### config.mk
export PLATFORM = sky130hd
export DESIGN_NAME = pwm_multi_flat
export DESIGN_NICKNAME = d
export VERILOG_FILES = /design/src/rtl/pwm_multi_if.sv /design/src/rtl/pwm_multi.sv /design/src/flat_wrapper.sv
export SDC_FILE = /design/constraint.sdc
export NUM_CORES = 1
export LEC_CHECK = 0
export BUFFER_PORTS_ARGS = -buffer_cell sky130_fd_sc_hd__buf_2
export CORE_ASPECT_RATIO = 0.75
export CORE_MARGIN = 8
export CORE_UTILIZATION = 55
export CTS_BUF_LIST = sky130_fd_sc_hd__clkbuf_4 sky130_fd_sc_hd__clkbuf_8
export CTS_CLUSTER_DIAMETER = 50
export CTS_CLUSTER_SIZE = 28
export DETAILED_ROUTE_END_ITERATION = 10
export PLACE_DENSITY = 0.74
export SLEW_MARGIN = 20
export SYNTH_ARGS = -nofsm -noshare
export SYNTH_HDL_FRONTEND = slang
export SYNTH_SLANG_ARGS = --single-unit
### constraint.sdc
create_clock -name CLK -period 4.3 [get_ports CLK]
set_input_delay 0 -clock CLK [delete_from_list [all_inputs] [get_ports CLK]]
set_output_delay 0 -clock CLK [all_outputs]
set_load 0.005 [all_outputs]
### src/rtl/pwm_multi_if.sv
// Control and output bundle for the multi-channel PWM generator.
// The register/control side is the master; the PWM block is the slave.
interface pwm_multi_if #(
    parameter int CHANNELS = 4,
    parameter int BITS     = 8
);
    logic                     EN;
    logic                     LOAD;
    logic [BITS-1:0]          PERIOD;
    logic [CHANNELS*BITS-1:0] DUTY;
    logic [CHANNELS-1:0]      POL;
    logic [CHANNELS-1:0]      OUTPUT;
    logic                     CYCLE_START;

    modport master (
        output EN, LOAD, PERIOD, DUTY, POL,
        input  OUTPUT, CYCLE_START
    );

    modport slave (
        input  EN, LOAD, PERIOD, DUTY, POL,
        output OUTPUT, CYCLE_START
    );
endinterface

### src/rtl/pwm_multi.sv
// Multi-channel PWM: one shared period counter, per-channel duty and polarity,
// double-buffered period/duty that only commit at a period boundary or while idle.
module pwm_multi #(
    parameter int CHANNELS = 4,
    parameter int BITS     = 8
) (
    input  logic        CLK,
    input  logic        RST,
    pwm_multi_if.slave  bus
);
    logic [BITS-1:0]          count_r;
    logic [BITS-1:0]          per_act_r;
    logic [BITS-1:0]          per_sh_r;
    logic [CHANNELS*BITS-1:0] duty_act_r;
    logic [CHANNELS*BITS-1:0] duty_sh_r;
    logic                     pending_r;
    logic [CHANNELS-1:0]      out_r;
    logic                     cs_r;

    logic                     terminal_s;
    logic                     commit_s;
    logic [BITS-1:0]          count_nxt_s;
    logic [CHANNELS-1:0]      active_s;

    // Boundary detection, commit decision and next counter value.
    always_comb begin
        terminal_s  = (count_r == per_act_r);
        commit_s    = pending_r & (~bus.EN | terminal_s);
        count_nxt_s = {BITS{1'b0}};
        if (bus.EN && !terminal_s) begin
            count_nxt_s = count_r + {{(BITS-1){1'b0}}, 1'b1};
        end else begin
            count_nxt_s = {BITS{1'b0}};
        end
    end

    // Per-channel activity for the current count; unsigned compare gives 0% and 100% for free.
    always_comb begin
        active_s = {CHANNELS{1'b0}};
        for (int c = 0; c < CHANNELS; c++) begin
            active_s[c] = bus.EN & (count_r < duty_act_r[c*BITS +: BITS]);
        end
    end

    // Counter, shadow/active register pair and registered outputs.
    always_ff @(posedge CLK) begin
        if (RST) begin
            count_r    <= {BITS{1'b0}};
            per_act_r  <= {BITS{1'b0}};
            per_sh_r   <= {BITS{1'b0}};
            duty_act_r <= {(CHANNELS*BITS){1'b0}};
            duty_sh_r  <= {(CHANNELS*BITS){1'b0}};
            pending_r  <= 1'b0;
            out_r      <= {CHANNELS{1'b0}};
            cs_r       <= 1'b0;
        end else begin
            count_r <= count_nxt_s;
            if (commit_s) begin
                per_act_r  <= per_sh_r;
                duty_act_r <= duty_sh_r;
            end
            // A LOAD coinciding with a commit keeps the new values pending for the next boundary.
            if (bus.LOAD) begin
                per_sh_r  <= bus.PERIOD;
                duty_sh_r <= bus.DUTY;
                pending_r <= 1'b1;
            end else if (commit_s) begin
                pending_r <= 1'b0;
            end
            out_r <= active_s ^ bus.POL;
            cs_r  <= bus.EN & (count_r == {BITS{1'b0}});
        end
    end

    assign bus.OUTPUT      = out_r;
    assign bus.CYCLE_START = cs_r;
endmodule
### src/flat_wrapper.sv
// flat-port wrapper written by rule: the top's interface ports become plain ports
module pwm_multi_flat 
#(
    parameter int CHANNELS = 4,
    parameter int BITS     = 8
)
  (CLK, RST, bus_EN, bus_LOAD, bus_PERIOD, bus_DUTY, bus_POL, bus_OUTPUT, bus_CYCLE_START);
  pwm_multi_if #(.CHANNELS(CHANNELS), .BITS(BITS)) bus_i ();
  input  logic CLK;
  input  logic RST;
  input wire logic [$bits(bus_i.EN)-1:0] bus_EN;
  input wire logic [$bits(bus_i.LOAD)-1:0] bus_LOAD;
  input wire logic [$bits(bus_i.PERIOD)-1:0] bus_PERIOD;
  input wire logic [$bits(bus_i.DUTY)-1:0] bus_DUTY;
  input wire logic [$bits(bus_i.POL)-1:0] bus_POL;
  output wire logic [$bits(bus_i.OUTPUT)-1:0] bus_OUTPUT;
  output wire logic [$bits(bus_i.CYCLE_START)-1:0] bus_CYCLE_START;
  assign bus_i.EN = bus_EN;
  assign bus_i.LOAD = bus_LOAD;
  assign bus_i.PERIOD = bus_PERIOD;
  assign bus_i.DUTY = bus_DUTY;
  assign bus_i.POL = bus_POL;
  assign bus_OUTPUT = bus_i.OUTPUT;
  assign bus_CYCLE_START = bus_i.CYCLE_START;
  pwm_multi #(.CHANNELS(CHANNELS), .BITS(BITS)) u_core (.CLK(CLK), .RST(RST), .bus(bus_i));
endmodule
# Word level (Yosys, flattened, before mapping)
# Cells that the tools add are included.
[word_totals]
regBits = 94
out_inout_bits = 5
wordCells = 31
[classes]
add_sub_neg = 1
order_cmp = 4
n_eq_ne = 1
muxes = 2
n_bitwise = 10
n_reduce_logical = 5
[op_table]
columns = ["cell", "count"]
rows = [
  ["< comparator 8 bit", 4],
  ["adder 8 x 1 -> 8 bit (second input constant)", 1],
  ["== test 8 bit", 1],
  ["zero test 8 bit", 1],
  ["bitwise AND 1 bit", 6],
  ["XOR 4 bit", 1],
  ["2-to-1 mux 1 bit", 2],
  ["inverter 1 bit", 2],
  ["nonzero test 2 bit", 1],
  ["OR reduction 2 bit", 1],
  ["logical AND 1 bit", 1],
  ["zero test 1 bit", 1],
  ["bitwise OR 1 bit", 1],
]

# Longest topological paths before layout
# Gate-level depths: netlist of the first run.
[logic_depth]
ltp_word = 5
mapped_depth = 7

# Least setup slack after synthesis of the first run
# Ideal clock, no wire load.
[synth_timing]
path_type = "flip-flop to flip-flop"
start = "register u_core.count_r[1]"
end = "register u_core.out_r[0] (netlist: u_core.bus.OUTPUT[0])"
t_arrival_ns = 1.569
setup_slack_ns = 2.661
stages_incl_launch_ff = 6
cell_sequence = "dfxtp_1 > ha_1 > a2111oi_2 > nor3_1 > or3_1 > a21oi_1"
[synth_via]
elab_chain_cells = 3
[synth_lines]
columns = ["element", "line_no", "text"]
rows = [
  ["from (decl)", "pwm_multi.sv:11", "logic [BITS-1:0] count_r;"],
  ["from (signal assigned)", "pwm_multi.sv:48", "count_r <= {BITS{1'b0}};"],
  ["from (signal assigned)", "pwm_multi.sv:57", "count_r <= count_nxt_s;"],
  ["< comparator 8 bit", "pwm_multi.sv:41", "active_s[c] = bus.EN & (count_r < duty_act_r[c*BITS +: BITS]);"],
  ["bitwise AND 1 bit", "pwm_multi.sv:41", ""],
  ["XOR 4 bit", "pwm_multi.sv:70", "out_r <= active_s ^ bus.POL;"],
  ["to (signal assigned)", "pwm_multi.sv:54", "out_r <= {CHANNELS{1'b0}};"],
  ["to (signal assigned)", "pwm_multi.sv:70", ""],
  ["to (decl)", "pwm_multi.sv:17", "logic [CHANNELS-1:0] out_r;"],
]
# Every way passes these cells.
# A chain may end at the register's enable or synchronous reset.

# Worst setup path in the final report of the first run
[layout_timing]
start = "register u_core.count_r[2]"
end = "register u_core.duty_act_r[17]"
[layout_via]
elab_chain_cells = 3
[layout_lines]
columns = ["element", "line_no", "text"]
rows = [
  ["== test 8 bit", "pwm_multi.sv:27", "terminal_s = (count_r == per_act_r);"],
  ["bitwise OR 1 bit", "pwm_multi.sv:28", "commit_s = pending_r & (~bus.EN | terminal_s);"],
  ["bitwise AND 1 bit", "pwm_multi.sv:28", ""],
  ["to (signal assigned)", "pwm_multi.sv:51", "duty_act_r <= {(CHANNELS*BITS){1'b0}};"],
  ["to (signal assigned)", "pwm_multi.sv:60", "duty_act_r <= duty_sh_r;"],
  ["to (decl)", "pwm_multi.sv:14", "logic [CHANNELS*BITS-1:0] duty_act_r;"],
]
# Every way passes these cells.

==> results of run 1 <==
-- cell type report --
cell class / instances / area [um2] / area share (%)
clock buffers: 9 / 124 / 2.35
well taps: 105 / 131 / 2.49
multi-input cells: 322 / 2150 / 40.9
repair buffers: 99 / 726 / 13.8
flip-flops and latches: 94 / 1880 / 35.7
inverters: 34 / 128 / 2.42
clock inverters: 7 / 121 / 2.30
-- per-stage QoR --
stage | cells | setup slack [ps] | total power [mW] | cell area, um2
finish | 670 | 1930 | 1.85 | 5270
global route | 670 | 1690 | 1.93 | 5270
CTS | 670 | 1930 | 1.86 | 5260
detailed placement | 610 | 1970 | 1.14 | 4580
global placement | 610 | 1660 | 1.13 | 4580
floorplan | 483 | 2660 | 1.09 | 4320
-- kinds of logic after synthesis --
| kind of cell | count (synthesis) | share of synthesized area, % |
|---|---|---|
| AND/OR/NAND/NOR | 133 | 15.5 |
| flip-flops | 94 | 43.6 |
| AO/OA/AOI/OAI | 104 | 13.3 |
| multiplexers | 40 | 9.28 |
| XOR/XNOR | 15 | 3.04 |
| adder cells (fa/ha/maj) | 30 | 8.70 |
| buffers and inverters | 67 | 6.58 |
-- cell usage in the layout (no fill, tap or decap), drive strengths merged, types with 4 or more instances in the layout --
cell type	netlist	final
nand2	6	6
a21oi	47	47
mux2i	40	40
nand4	6	6
a21o	4	4
xor2	13	13
o21ai	45	45
ha	30	30
nand3	45	45
nor3	4	4
clkbuf	23	9
nor2	55	55
buf	10	55
dfxtp	94	94
dlygate4sd3	0	44
inv	34	35
or3	4	4
-- worst max-delay path: cells and delay by family, from the launching register on --
kind | cells | cell delay (ps)
compound gates | 2 | 870
simple gates | 2 | 650
flops | 1 | 630
xor+xnor | 1 | 150
-- flip-flops by register name (all words and copies together) (netlist names) --
register                cells
u_core.bus.OUTPUT           4
u_core.per_act_r            8
u_core.bus.CYCLE_START      1
u_core.per_sh_r             8
u_core.count_r              8
u_core.pending_r            1
u_core.duty_sh_r           32
u_core.duty_act_r          32
-- worst paths after layout --
kind,endpoint,slack (ps),startpoint
min,u_core.bus.CYCLE_START,50,bus_EN
min reg2reg,u_core.duty_act_r[12],470,u_core.duty_sh_r[12]
max reg2reg,u_core.duty_act_r[17],1930,u_core.count_r[2]
max,u_core.duty_act_r[17],1930,u_core.count_r[2]
-- timing repair --
action,4_1_cts,5_1_grt
setup endpoints to repair,0,0
hold endpoints to repair,44,0
gates resized for setup,0,0
hold buffers,44,0
-- power by group --
part / switching, mW / total, mW / internal (mW)
Combinational: 0.120 / 0.222 / 0.102
Sequential: 0.0227 / 0.931 / 0.908
Clock: 0.310 / 0.699 / 0.389
Total: 0.453 / 1.85 / 1.40
-- per-layer routing --
layer	part of all wire (%)	wire length, um	vias to the layer above	global-route usage [%]
met5	0	0	-	0
met4	1.1	102	0	5.63
met3	4.9	468	9	4.56
met2	47	4500	83	31.4
met1	47	4570	1678	23.6
li1	-	-	1821	-
==> impl_results.md, run 1 <==
- Cell at the slowest stage of the critical path: a21o_2
- Worst path arrival time: 2660 ps
- Number of detailed-route iterations in the first pass: 4
- Post-synth top flop: dfxtp_1
- Clock tree from TritonCTS: yes
- Ranking of synthesized cells by instance count: dfxtp_1, nor2_1, a21oi_1
- Fin. Hold Viols: 0
- Count of max-cap constraint violations: 0
- Worst reg2reg path depth: 5
- Final Hold Slack: about 54 ps
- Width of the die: 118 um
- Ports placed on the boundary: 53
- Run status: finished, final reports clean
- Max Root-Sink Buffers: 2
- Fraction of the yosys area taken by sequential cells: a little over two fifths
- WL/cell: 14.4 um
- Delay of the slowest cell on the worst path: 690 ps
- Distinct cells, synth: 33
- Post-route core utilization: about two thirds
- Leakage power: 2.22 nW
- EDFF count, synth: 0
- Rows: 28
- Vertical die dimension: 92.7 um
- Initial Utilization: 55.7%
- TritonCTS buffer count: 9
- Count of warnings emitted by yosys: 0
- Net total in the final layout: 638
- Clock Sinks: 94
- Library cell occupying the most area in the post-synthesis netlist: dfxtp_1
- Proportion of layout cells with a drive suffix above 1: 14.7%
- Fraction of registers with async set/reset: 0%
- Portion of synthesized cell area occupied by the leading cell type: a little over two fifths
- Overall routing resource usage: 18.8%
- TNS Setup: 0 ps
- Startpoint type of the worst setup path: flip-flop
- Number of global-route vias before repair: 3654
- Average footprint of a synthesized cell: 8.93 um2
- Synth Register Bits: 94
- Power density relative to cell area: 352 nW/um2
- Element type at the critical path end: flip-flop
- Data required time at the worst endpoint: 4590 ps
- Final setup vio count: 0
- Number of buffers inserted by post-CTS setup repair: 0
- Synthesis-to-finish area growth: 22.0%
- Ratio of final minimum period to clock period: 55.2%
- Ordered cell list for the critical path: xor2_1, nor4_2, a21o_2, nand3_1, a21oi_1
- Final HPWL from detailed placement: about 6.2 mm
- Setup Skew: 9.12 ps
- Worst skew pair latency: 360 ps
- Remaining antenna violation count: 0
- Number of nets produced by synthesis: 561
- Fillers: ~600
- Mapped Cells: 483
- Count of cells along the worst hold path: 3
- Post-layout min period: between 2000 and 2500 ps
- Wire length of the first global-routing pass: 17.2 mm
- Die area: 11000 um2
- Max-slew violation count: 0
- Worst-path clk slew: 90 ps
- Global placer's final weighted congestion: 0.812
- Post-route DRC violation count: 0
- Relative slew slack: 31.5%
- Final wirelength: 9.64 mm
- Antenna Diode Count: 0
- Worst voltage drop across the vdd grid: 0.000223 V
- Clock tree root buffer cell: clkbuf_8
- Average vias per placed instance: 5.36
- Leading post-synthesis cells by cell area: dfxtp_1, mux2i_1, ha_1
- Highest Clock Rate: around 420 MHz
- Placeable Area: 7740 um2
- DR iter-0 viols: 196
- Critical path peak fanout: 40
- # port buffers: 52
- Maximum number of pins on one net before global-route repair: 55
- Most frequent cell after synthesis: dfxtp_1
- Residual overflow from global routing: 0
- CP Class: reg -> reg
- Slew @ Worst Pin: 1030 ps
- Setup repair after global routing missed its margin: false
- Via count: 3591
- CTS H-tree depth: 3
- Path class of the lowest-slack min-delay path: in -> reg
- Mapped cell area: 4320 um2
- Initial antenna violation count: 0
No activity file was read; power rests on OpenSTA's default activity.
==> run 2: changes to the inputs <==
- ABC_AREA: not set -> 1
- PLACE_DENSITY: 0.74 -> 0.77
- clock period: 4.3 -> 1.9 ns (I/O delays scaled with it)
==> run 2 against run 1 <==
  * Critical path depth increased by 3
  * Total power rose to 2.5 times the previous value
  * Synthesized area increased by 12%
  * Critical endpoint is now u_core.bus.OUTPUT[0]
  * Largest cell class unchanged
==> impl_results.md, run 2 <==
- Run status: finished, final reports clean
- Flop-to-flop setup slack: 170 ps (-1760 ps)
- Distinct cells, synth: 31 (-6.1%)
- CTS H-tree depth: 3 (unchanged)
- Setup Skew: 12.3 ps (+3.19 ps)
- Number of global-route vias before repair: 4077 (+12%)
- Final wirelength: 10.6 mm (+10%)
- Leakage power: 2.54 nW (+15%)
- Synthesis-to-finish area growth: 18.9%
- Mapped Cells: 610 (+26%)
- Worst skew pair latency: 370 ps (about the same)
- Setup repair after global routing missed its margin: false
- Initial antenna violation count: 0 (unchanged)
- Width of the die: 124 um (+4.9%)
- Worst hold path startpoint: bus_EN
- Highest Clock Rate: 577 MHz (+37%)
- Startpoint of the worst register-to-register path: u_core.count_r[7]
- Antenna Diode Count: 0 (unchanged)
- Startpoint type of the worst setup path: flip-flop
- End of the worst register-to-register path: u_core.bus.OUTPUT[0]
- Non-Filler Instances: 813 (+21%)
- Portion of synthesized cell area occupied by the leading cell type: 39.1% (-4.5 points)
- Net total in the final layout: 778 (+22%)
- TritonCTS buffer count: 9 (unchanged)
- Critical path peak fanout: 8 (-80%)
- Rows: 29 (+3.6%)
- Max-slew violation count: 0 (unchanged)
- Post-layout min period: 1730 ps (-642 ps)
- Path class of the lowest-slack min-delay path: in -> reg
- Smallest setup slack after layout: 167 ps (-1760 ps)
- Commonest cells after routing, fill and taps aside: a21oi_1, nand2_1, dfxtp_1, inv_1, nor2_1
- Fin. Hold Viols: 0 (unchanged)
- Max Root-Sink Buffers: 2 (unchanged)
- Leading post-synthesis cells by cell area: dfxtp_1, a21oi_1, nand3_2
- TNS Setup: 0 ps (unchanged)
- Clock tree root buffer cell: clkbuf_8
- Remaining antenna violation count: 0 (unchanged)
- Count of warnings emitted by yosys: 0 (unchanged)
- Slew @ Worst Pin: 544 ps (-482 ps)
- Mapped cell area: 4820 um2 (+12%)
- Number of detailed-route iterations in the first pass: 4 (unchanged)
- Placed cell areas: 5080 um2 (+11%)
- Maximum number of pins on one net before global-route repair: 47 (-15%)
- Initial Utilization: 56.7% (+1.0 points)
- Proportion of layout cells with a drive suffix above 1: 19.7% (+5.0 points)
- Ranking of synthesized cells by instance count: a21oi_1, dfxtp_1, nand2_1
- Count of max-cap constraint violations: 0 (unchanged)
- Most common cell after layout, fill and taps aside: a21oi_1
- Average footprint of a synthesized cell: 7.90 um2 (-12%)
- Largest regs: u_core.duty_act_r: 32 flops, u_core.duty_sh_r: 32 flops
- Residual overflow from global routing: 0 (unchanged)
- Post-synth top flop: dfxtp_1
- Synth Register Bits: 94 (unchanged)
- Number of nets produced by synthesis: 688 (+23%)
- EDFF count, synth: 0 (unchanged)
- Clock Sinks: 94 (unchanged)
- Number of buffers inserted by post-CTS setup repair: 0 (unchanged)
- Fin area: 5730 um2 (+8.7%)
- Power density relative to cell area: 817 nW/um2 (+130%)
- Worst path arrival time: 2010 ps (-650 ps)
- Vertical die dimension: 97.1 um (+4.7%)
- Relative slew slack: 63.7% (+32 points)
- Fraction of registers with async set/reset: 0% (unchanged)
- Capturing instance or port of the critical path: u_core.bus.OUTPUT[0]
- Data required time at the worst endpoint: 2180 ps (-2410 ps)
- Worst slack at placement: 209 ps (-1760 ps)
- Worst-path clk slew: 80 ps (about the same)
- Element type at the critical path end: flip-flop
- Global placer's final weighted congestion: 0.876 (+7.9%)
- CP Class: reg -> reg
- Placed cell count: 752 (+23%)
- Ports placed on the boundary: 53 (unchanged)
- Fraction of the yosys area taken by sequential cells: 39.1% (-4.5 points)
- DR iter-0 viols: 251 (+28%)
- Final HPWL from detailed placement: 7.33 mm (+17%)
- Clock tree from TritonCTS: yes
- WL/cell: 13.1 um (-9.1%)
- Placeable Area: 8490 um2 (+9.7%)
- # port buffers: 52 (unchanged)
- Overall routing resource usage: 18.3% (-0.44 points)
- Ratio of final minimum period to clock period: 91.2% (+36 points)
- Average vias per placed instance: 5.04 (-5.9%)
- Worst Setup SP: u_core.count_r[7]
- Die area: 12000 um2 (+9.8%)
- Library cell occupying the most area in the post-synthesis netlist: dfxtp_1
- Final setup vio count: 0 (unchanged)
- Wire length of the first global-routing pass: 18.1 mm (+5.4%)
- Worst reg2reg path depth: 8 (+3)
- Sum of internal, switching and leakage power: 4.68 mW (+150%)
- Post-route DRC violation count: 0 (unchanged)
- Worst voltage drop across the vdd grid: 0.000651 V (+190%)
- Via count: 4101 (+14%)
-- run 2: where the power goes --
part	internal, mW	switching, mW
registers	2.14	0.0988
logic	0.462	0.638
clock network	0.640	0.699
total	3.24	1.44
-- run 2: worst max-delay path, cell delays in order (launching register included) --
cell and delay [ps]:
dfxtp_1 530, ha_1 330, nand2_1 70, nand2_1 40, nor2_1 110, nand2_1 70, a21oi_1 190, a21oi_1 100
nor2_1 190
-- run 2: worst min path at each step --
stage | end | slack [ps] | depth (start not counted)
after floorplan | u_core.pending_r | 100 | 1
after detailed placement | u_core.pending_r | 230 | 2
final | u_core.bus.CYCLE_START | 30 | 3
after global placement | u_core.pending_r | 220 | 2
after global routing | u_core.bus.CYCLE_START | 40 | 3
after CTS | u_core.bus.CYCLE_START | 8 | 3
-- run 2: cells by family (layout without fill, tap and decap cells) --
family	after synthesis	in the layout	synth area share (%)
AO/OA/AOI/OAI	142	142	15.0
XOR/XNOR	8	8	1.45
adder cells (fa/ha/maj)	30	30	7.79
buffers and inverters	121	216	13.2
flip-flops	94	94	39.1
AND/OR/NAND/NOR	215	215	23.5
-- run 2: through the flow --
step	hold WS (ps)	util, %
3_5_place_dp	228	59.8
3_3_place_gp	222	59.8
6_report	27.0	67.4
4_1_cts	8.17	67.4
5_1_grt	40.7	67.4
2_1_floorplan	104	-
-- run 2: metal layers --
metal | track usage, % | vias up | share of wire (%)
met1 | 22.5 | 1861 | 47
met2 | 29.6 | 83 | 46
met5 | 0 | - | 0
met4 | 6.11 | 0 | 1.6
li1 | - | 2143 | -
met3 | 5.57 | 14 | 5.2
-- run 2: final cells by class --
cell class	count	area [um2]
Fill cell	683	2770
Multi-Input combinational cell	395	2300
Sequential cell	94	1890
Timing Repair Buffer	114	888
Inverter	86	323
Clock buffer	10	138
Tap cell	108	135
Clock inverter	6	58.8
-- run 2: what timing repair did --
action,CTS,global route
hold buffers,45,0
resized for setup,0,0
hold endpoints to repair,45,0
==> run 3: changes to the inputs <==
- PLACE_DENSITY: 0.77 -> 0.74
- clock period: 1.9 -> 2 ns (I/O delays scaled with it)
==> run 3 against run 2 <==
  * Clock-buffer cell count down 1
  * Largest power group unchanged
  * Die area unchanged
  * Critical endpoint is now u_core.duty_act_r[3]
  * Sequential cell count unchanged
  * First-iteration DRC count up 12%
  * Setup slack better by 28 ps
  * Critical path depth up 1
  * Sequential power down 6%
  * Clock skew down 3.6 ps
==> impl_results.md, run 3 (synthesis gave the netlist of run 2 again) <==
- Relative slew slack: 64.5% (+0.75 points)
- Wire length of the first global-routing pass: 17.7 mm (-2.3%)
- Maximum number of pins on one net before global-route repair: 82 (+74%)
- Clock tree from TritonCTS: yes
- TNS Setup: 0 ps (unchanged)
- Worst Setup SP: u_core.count_r[7]
- Residual overflow from global routing: 0 (unchanged)
- Clock tree root buffer cell: clkbuf_8
- Commonest cells after routing, fill and taps aside: a21oi_1, nand2_1, dfxtp_1, inv_1, nor2_1
- Worst path arrival time: 2080 ps (+70 ps)
- Placed cell areas: 5050 um2 (-0.64%)
- Depth of the critical timing path with buffers and inverters included: 9 (+1)
- Element type at the critical path end: flip-flop
- Ordered cell list for the critical path: xnor2_1, nand2_1, nor2_2, nand2_4, nand2_8, buf_4, nand3_2, nand2_1, nor2_1
- WP buf/inv: 1 (+1)
- Placeable Area: 8490 um2 (unchanged)
- Final HPWL from detailed placement: 6.88 mm (-6.2%)
- Data required time at the worst endpoint: 2280 ps (+100 ps)
- Flop-to-flop setup slack: 200 ps (+30 ps)
- Cell at the slowest stage of the critical path: dfxtp_1
- Clock Sinks: 94 (unchanged)
- Ratio of final minimum period to clock period: 90.2% (-0.97 points)
- Worst reg2reg path depth: 9 (+1)
- Final wirelength: 10.5 mm (-1.6%)
- Capturing instance or port of the critical path: u_core.duty_act_r[3]
- Synthesis-to-finish area growth: 19.7%
- Cell repeated most along the worst path: nand2_1
- Critical path peak fanout: 36 (+28)
- Number of buffers inserted by post-CTS setup repair: 0 (unchanged)
- Post-route DRC violation count: 0 (unchanged)
- Count of cells along the worst hold path: 3 (unchanged)
- Fillers: 719 (+5.3%)
- Fin. Hold Viols: 0 (unchanged)
- Ports placed on the boundary: 53 (unchanged)
- CP Class: reg -> reg
- Initial antenna violation count: 0 (unchanged)
- Max Root-Sink Buffers: 2 (unchanged)
- Global placer's final weighted congestion: 0.830 (-5.3%)
- Family of cells with the greatest summed delay on the critical path: simple AND/OR/NAND/NOR gates
- End of the worst register-to-register path: u_core.duty_act_r[3]
- Run status: finished, final reports clean
- Path class of the lowest-slack min-delay path: in -> reg
- Delay of the slowest cell on the worst path: 540 ps (about the same)
- Highest Clock Rate: 554 MHz (-4.0%)
- Rows: 29 (unchanged)
- Average vias per placed instance: 4.99 (-1.0%)
- FF+latch area: 1890 um2 (unchanged)
- Max-slew violation count: 0 (unchanged)
- Width of the die: 124 um (unchanged)
- Setup Skew: 8.73 ps (-3.57 ps)
- Worst voltage drop across the vdd grid: 0.000603 V (-7.4%)
- Net total in the final layout: 773 (-0.64%)
- Antenna Diode Count: 0 (unchanged)
- Worst-path clk slew: 90 ps (about the same)
- Fin area: 5770 um2 (+0.70%)
- Count of max-cap constraint violations: 0 (unchanged)
- DR iter-0 viols: 282 (+12%)
- CTS H-tree depth: 3 (unchanged)
- TritonCTS buffer count: 9 (unchanged)
- Quantity of gates resized following cts: 0 (unchanged)
- Final setup vio count: 0 (unchanged)
- Proportion of layout cells with a drive suffix above 1: 18.9% (-0.83 points)
- Leakage power: 2.54 nW (-0.20%)
- Remaining antenna violation count: 0 (unchanged)
- Footprint of the multi-input gates: 2300 um2 (unchanged)
- Final Hold Slack: 127 ps (+99.8 ps)
- Number of global-route vias before repair: 3862 (-5.3%)
- Placed cell count: 746 (-0.80%)
- Die area: 12000 um2 (unchanged)
- WL/cell: 13.0 um (-0.88%)
- Startpoint of the worst register-to-register path: u_core.count_r[7]
- Non-Filler Instances: 807 (-0.74%)
- Overall routing resource usage: 18.1% (-0.23 points)
- Setup repair after global routing missed its margin: false
- Largest regs: u_core.duty_act_r: 32 flops, u_core.duty_sh_r: 32 flops
- Sum of internal, switching and leakage power: 4.77 mW (+2.0%)
- Via count: 4028 (-1.8%)
- Initial Utilization: 56.7% (unchanged)
- Startpoint type of the worst setup path: flip-flop
- # hold bufs at CTS: 46 (+2.2%)
- Number of detailed-route iterations in the first pass: 4 (unchanged)
- # port buffers: 52 (unchanged)
- Power density relative to cell area: 827 nW/um2 (+1.3%)
- Slew @ Worst Pin: 532 ps (-11.3 ps)
- Post-layout min period: 1800 ps (+71.7 ps)
- Worst skew pair latency: 370 ps (about the same)
- Vertical die dimension: 97.1 um (unchanged)
- Most common cell after layout, fill and taps aside: a21oi_1
==> run 3: cell types whose count changed in the layout (fill, tap and decap cells not counted), moves of 2 or more <==
cell / change
clkinvlp_4: +2
clkinv_2: -4
bufinv_16: +3
buf_4: -7
==> run 3: cell type report <==
class | count | area share [%]
multi-input combinational | 395 | 39.8
sequential | 94 | 32.7
clock inverter | 6 | 2.34
inverter | 86 | 5.60
tap | 108 | 2.34
timing repair buffer | 109 | 15.0
clock buffer | 9 | 2.15
==> run 3: worst min path at each step <==
stage | startpoint | endpoint | slack (ps)
2_1_floorplan | RST | u_core.pending_r | 100
3_3_place_gp | RST | u_core.pending_r | 210
3_5_place_dp | RST | u_core.pending_r | 220
4_1_cts | bus_LOAD | u_core.duty_sh_r[3] | 100
5_1_grt | bus_LOAD | u_core.duty_sh_r[7] | 180
6_report | bus_LOAD | u_core.duty_sh_r[3] | 130
==> run 3: metal layers <==
| metal | wire length, um | track usage, % | vias up |
|---|---|---|---|
| li1 | - | - | 2138 |
| met1 | 5100 | 23.7 | 1819 |
| met2 | 4830 | 27.8 | 61 |
| met3 | 411 | 4.99 | 10 |
| met5 | 0 | 0 | - |
| met4 | 130 | 6.20 | 0 |
==> run 3: worst reg2reg max path, cell delays in order (launching register included) <==
cell     delay [ps]
dfxtp_1         540
xnor2_1         170
nand2_1          80
nor2_2          130
nand2_4          90
nand2_8         260
buf_4           250
nand3_2          70
nand2_1          90
nor2_1           40
==> run 3: through the flow <==
step | setup WS (ps) | util, %
2_1_floorplan | 597 | -
3_3_place_gp | 302 | 59.4
3_5_place_dp | 221 | 59.4
4_1_cts | 205 | 67.9
5_1_grt | 92.0 | 67.9
6_report | 195 | 67.9
==> run 3: power breakdown <==
group	total [mW]	switching (mW)	internal (mW)
clock network	1.61	0.658	0.949
logic	1.05	0.616	0.434
registers	2.11	0.0794	2.03
total	4.77	1.35	3.42
